### config.mk
export PLATFORM = sky130hd
export DESIGN_NAME = pop_count_pipe
export DESIGN_NICKNAME = d
export VERILOG_FILES = /design/src/rtl/pop_count_pipe.sv
export SDC_FILE = /design/constraint.sdc
export NUM_CORES = 1
export LEC_CHECK = 0
export CORE_AREA = 5 5 143 145
export CTS_CLUSTER_DIAMETER = 100
export DETAILED_ROUTE_END_ITERATION = 8
export DIE_AREA = 0 0 148 150
export MAX_ROUTING_LAYER = met4
export SLEW_MARGIN = 20
export SYNTH_ARGS = -nofsm -noshare
export SYNTH_HDL_FRONTEND = slang
export SYNTH_SLANG_ARGS = --single-unit
### constraint.sdc
create_clock -name clk -period 5.9 [get_ports clk]
set_input_delay 1.475 -clock clk [delete_from_list [all_inputs] [get_ports clk]]
set_output_delay 1.475 -clock clk [all_outputs]
set_load 0.02 [all_outputs]
### src/rtl/pop_count_pipe.sv
// Pipelined population counter for TDC thermometer/bubble words.
// Leaf popcounts feed a registered pairwise adder tree; an optional accumulator averages results.
module pop_count_pipe #(
  parameter int N        = 64,
  parameter int LEAF     = 8,
  parameter int ACC_LOG2 = 4
) (
  input  logic                        clk,
  input  logic                        rst_n,
  input  logic                        en,
  input  logic                        x_valid,
  input  logic [N-1:0]                x,
  input  logic                        acc_clear,
  output logic [$clog2(N):0]          y,
  output logic                        y_valid,
  output logic [$clog2(N)+ACC_LOG2:0] acc,
  output logic                        acc_valid
);

  localparam int NL     = N / LEAF;
  localparam int LEVELS = $clog2(NL);
  localparam int L      = 1 + LEVELS;
  localparam int LW     = $clog2(LEAF) + 1;
  localparam int YW     = $clog2(N) + 1;
  localparam int AW     = YW + ACC_LOG2;

  // Valid/enable contract: x is taken on a clock edge where en=1 and x_valid=1.
  // y_valid and acc_valid are only ever high while en=1; there is no back-pressure
  // beyond en, which freezes every stage so in-flight samples resume unchanged.
  logic [L-1:0] vld;

  always_ff @(posedge clk or negedge rst_n) begin
    if (!rst_n) begin
      vld <= '0;
    end else if (en) begin
      vld[0] <= x_valid;
      for (int k = 1; k < L; k++) begin
        vld[k] <= vld[k-1];
      end
    end
  end

  function automatic logic [LW-1:0] leaf_count(input logic [LEAF-1:0] v);
    logic [LW-1:0] c;
    c = '0;
    for (int k = 0; k < LEAF; k++) begin
      c = c + {{(LW-1){1'b0}}, v[k]};
    end
    return c;
  endfunction

  // Level l holds NL>>l partial counts, each LW+l bits wide, so no sum is ever truncated.
  for (genvar l = 0; l <= LEVELS; l++) begin : g_lvl
    localparam int CNT = NL >> l;
    localparam int WL  = LW + l;

    logic [WL-1:0] d   [CNT];
    logic [WL-1:0] nxt [CNT];
    logic          load;

    if (l == 0) begin : g_leaf
      assign load = en & x_valid;
      for (genvar i = 0; i < CNT; i++) begin : g_cnt
        assign nxt[i] = leaf_count(x[i*LEAF +: LEAF]);
      end
    end else begin : g_add
      assign load = en & vld[l-1];
      for (genvar i = 0; i < CNT; i++) begin : g_sum
        assign nxt[i] = {1'b0, g_lvl[l-1].d[2*i]} + {1'b0, g_lvl[l-1].d[2*i+1]};
      end
    end

    // Data only moves with a valid sample, so the last stage holds the last real result.
    always_ff @(posedge clk or negedge rst_n) begin
      if (!rst_n) begin
        for (int i = 0; i < CNT; i++) begin
          d[i] <= '0;
        end
      end else if (load) begin
        for (int i = 0; i < CNT; i++) begin
          d[i] <= nxt[i];
        end
      end
    end
  end

  assign y       = g_lvl[LEVELS].d[0];
  assign y_valid = vld[L-1] & en;

  logic [AW-1:0]       acc_sum;
  logic [ACC_LOG2-1:0] cnt;
  logic                acc_pulse;
  logic [AW-1:0]       y_ext;

  assign y_ext = {{ACC_LOG2{1'b0}}, y};

  // acc_clear wins over a coincident result; the pulse register is only consumed on enabled cycles.
  always_ff @(posedge clk or negedge rst_n) begin
    if (!rst_n) begin
      acc_sum   <= '0;
      cnt       <= '0;
      acc       <= '0;
      acc_pulse <= 1'b0;
    end else if (en) begin
      acc_pulse <= 1'b0;
      if (acc_clear) begin
        acc_sum <= '0;
        cnt     <= '0;
      end else if (vld[L-1]) begin
        if (&cnt) begin
          acc       <= acc_sum + y_ext;
          acc_sum   <= '0;
          acc_pulse <= 1'b1;
        end else begin
          acc_sum <= acc_sum + y_ext;
        end
        cnt <= cnt + 1'b1;
      end
    end
  end

  assign acc_valid = acc_pulse & en;

endmodule

==> impl_metrics.toml <==
[detailed_routing]
post-route-drc-count = 0
drt-initial-drc-count = 130
ant_nets = 0
met1_length_um = 5600
dr.pass1.iters = 4
routed-via-count = 4482
route.top_layer_used = "met4"
met3WireLength_um = 466
detailroute.wirelength.met2_um = 5540
routedWlPerCell_um = 11.7
viasPerCell = 4.47
routed_wl_um = 11700

[floorplan]
die_width_um = 148
io_pins = 89
placement_rows = 51
chipHeight_um = 150
start_util_pct = 34.3
coreArea_sq_um = 19100
dieArea_sq_um = 22200

[critical_path]
crit_path_top_delay_cell = "clkdlybuf4s50_1"
cp_slowest_stage_delay_ps = 640
timing_worst_setup_path_type = "input pin to output port"
crit_path_start_kind = "input pin"
worst_path_top_cell_family_by_delay = "buffers and inverters"
critical_path.most_common_cell = "clkdlybuf4s50_1"
crit_chain = "clkdlybuf4s50_1, buf_4, nand2_1, inv_1, clkdlybuf4s50_1"
reg2reg_slack_ps = 3610
required_time_worst_endpoint_ps = 4430
endpoint_kind = "output port"
critical_path_buf_inv_count = 4
crit_arrival_ps = 3000
critPathMaxFanout = 21

[synthesis]
number_of_enable_type_register_cells_in_the_synthesized_netlist = 0
ys_top_cells_by_area = "dfrtp_1 39%, fa_1 12%, ha_1 12%, inv_1 6.8%, o21ai_0 6.2%"
synth_top_flop_cell = "dfrtp_1"
synth.avg_cell_area_sq_um = 9.72
gate_count_post_synth = 673
synth_cell_types = 37
post_synth_xor_area_fraction_pct = 4.69
top_cell_type_s_share_of_synthesized_area_pct = 39.0
synthSimpleGateAreaFrac_pct = 8.53
synthesis.nets = 846
post_synth_instance_area_sq_um = 6540
yosysMostFrequentCell = "inv_1"
yosysWarnings = 0
synth.largest_area_cell = "dfrtp_1"
main_combinational_cell_family_by_area_after_synthesis = "adder cells"
most_common_library_cells_after_synthesis = "119 x inv_1, 103 x nand2_1, 102 x dfrtp_1"
post_synth_fa_ha_maj_area_fraction_pct = 24.5
synth-seq-area-share_pct = 39.0
asyncSetResetFlopFracSynth_pct = 100
synth_compound_gate_area_share_pct = 13.0
post_synth_mux_area_share_pct = 2.05
number_of_flip_flops_and_latches_in_the_synthesized_netlist = 102

[clock_tree]
worstSkewPairLatency_ps = 350
cts_resized = 0
clock-sinks = 102
htree_num_levels = 3
numCtsBuffers = 9
clk_pin_slew_worst_paths_ps = 60
cts.hold.buffers_added = 0
post-cts-setup-buffers = 0
clockRootBuffer = "clkbuf_16"
tritoncts = "done"
ctsLongestPathBuffers = 2

[grt]
global_route.usage.total_pct = 11.8
grt_start_max_net_pins = 60
grt_pass1_vias = 4538
grt_antenna_before_repair = 1
grt-ovfl-total = 0
grt_pass1_wl_um = 20800

[timing]
slew_violations = 0
report.final.hold_viol_count = 0
finalWorstPathRequiredPeriod_ps = 4470
max_slew_margin_pct = 34.1
total_negative_slack_for_setup_checks_ps = 0
max_slew.worst_pin.slew_ps = 987
setup_violations = 0
fin_skew_ps = 5.64
min_period_over_period_pct = 75.8
rsz0062_at_grt = "no"
max_freq_mhz = 224

[finish]
drive_gt1_share_pct = 4.85
flow.area_growth_from_synthesis_pct = 21.5
nets = 931

[worst_hold_path]
hp-class = "flip-flop to flip-flop"

[placed_design]
place.detailed.hpwl_um = 9310
gp_congestion = 0.773
io_buffers = 88

[run]
number_of_maximum_capacitance_constraint_violations = 0

[power]
max-vdd-ir-drop_mv = 0.131
total_leakage_power_nw = 3.95
power.total_mw = 2.79
cellPowerDensity_nw_per_um2 = 351

[run_status]
status = "finished, final reports clean"
through the flow:
step	utilization (%)	instance area (sq um)	worst slack (ps)	hold slack [ps]	cells
after global placement	40.1	7650	1430	464	985
after global routing	41.6	7950	1350	510	1002
after CTS	41.6	7940	1420	485	1001
after floorplan	-	6540	2010	450	673
after detailed placement	40.1	7650	1400	470	985
final	41.6	7950	1430	475	1002
logic make-up (layout without fill, tap and decap cells):
logic type,after synthesis,in the layout
AOI/OAI and AO/OA,151,151
buffers and inverters,137,227
and+or+nand+nor,132,132
adders and majority gates,104,104
DFF,102,102
xor gates and xnor gates,35,35
muxes,12,12
other,0,1
layout make-up:
class                   count  area [sq um]
flip-flops and latches    102          2550
diodes                      1          2.50
repair buffers             92           908
well taps                 238           298
inverters                 119           447
clock inverters             6          61.3
clock buffers              10           229
multi-input cells         434          3450
fillers                  1883         11100
placed cells by master, fill, tap and decap left out, types with 2 or more instances in the layout:
cell type        count
or3_1                2
a21oi_1             39
a31oi_1              3
xnor2_1              9
and3_1               3
inv_1              119
o21bai_1             4
o211ai_2             2
a211oi_1             2
fa_1                40
clkinv_2             3
buf_4                5
xor2_1              26
nor2b_1              5
a311o_1              2
ha_1                64
nand3_1              3
nand2_1            103
mux2_2              11
a21o_1               9
dfrtp_1            102
nand2b_1             3
a22o_1               5
and2_1               3
clkdlybuf4s50_1     87
o21ai_0             81
nor2_1               6
clkbuf_16            9
power breakdown:
group,total [mW],switching (mW),internal [mW]
clock network,0.586,0.257,0.328
registers,1.06,0.153,0.902
logic,1.15,0.600,0.551
total,2.79,1.01,1.78
final timing paths:
check	start	to	cells after the start
setup / recovery	en	y_valid	5
hold / removal	acc[10]	acc[10]	2
setup reg to reg	y[0]	acc_sum[8]	7
hold reg to reg	acc[10]	acc[10]	2
max in group asynchronous	rst_n	g_lvl[2].d[4]	2
min in group asynchronous	rst_n	acc[1]	1
state kept, by name, summed over array words and instances (netlist names):
register and cells:
g_lvl.d 64, acc 11, acc_sum 11, y 7, cnt 4, vld 4
acc_pulse 1
metal layers:
| layer | vias up | GRT usage (%) |
|---|---|---|
| met5 | - | - |
| met4 | 0 | 3.33 |
| met3 | 11 | 2.85 |
| met2 | 81 | 19.5 |
| met1 | 2050 | 14.7 |
| li1 | 2340 | - |
worst min-delay path: stages, from the launching register on:
cell	delay, ps
dfrtp_1	340
nand2_1	40
o21ai_0	50
Note: power is estimated with default switching activity, not from simulation.
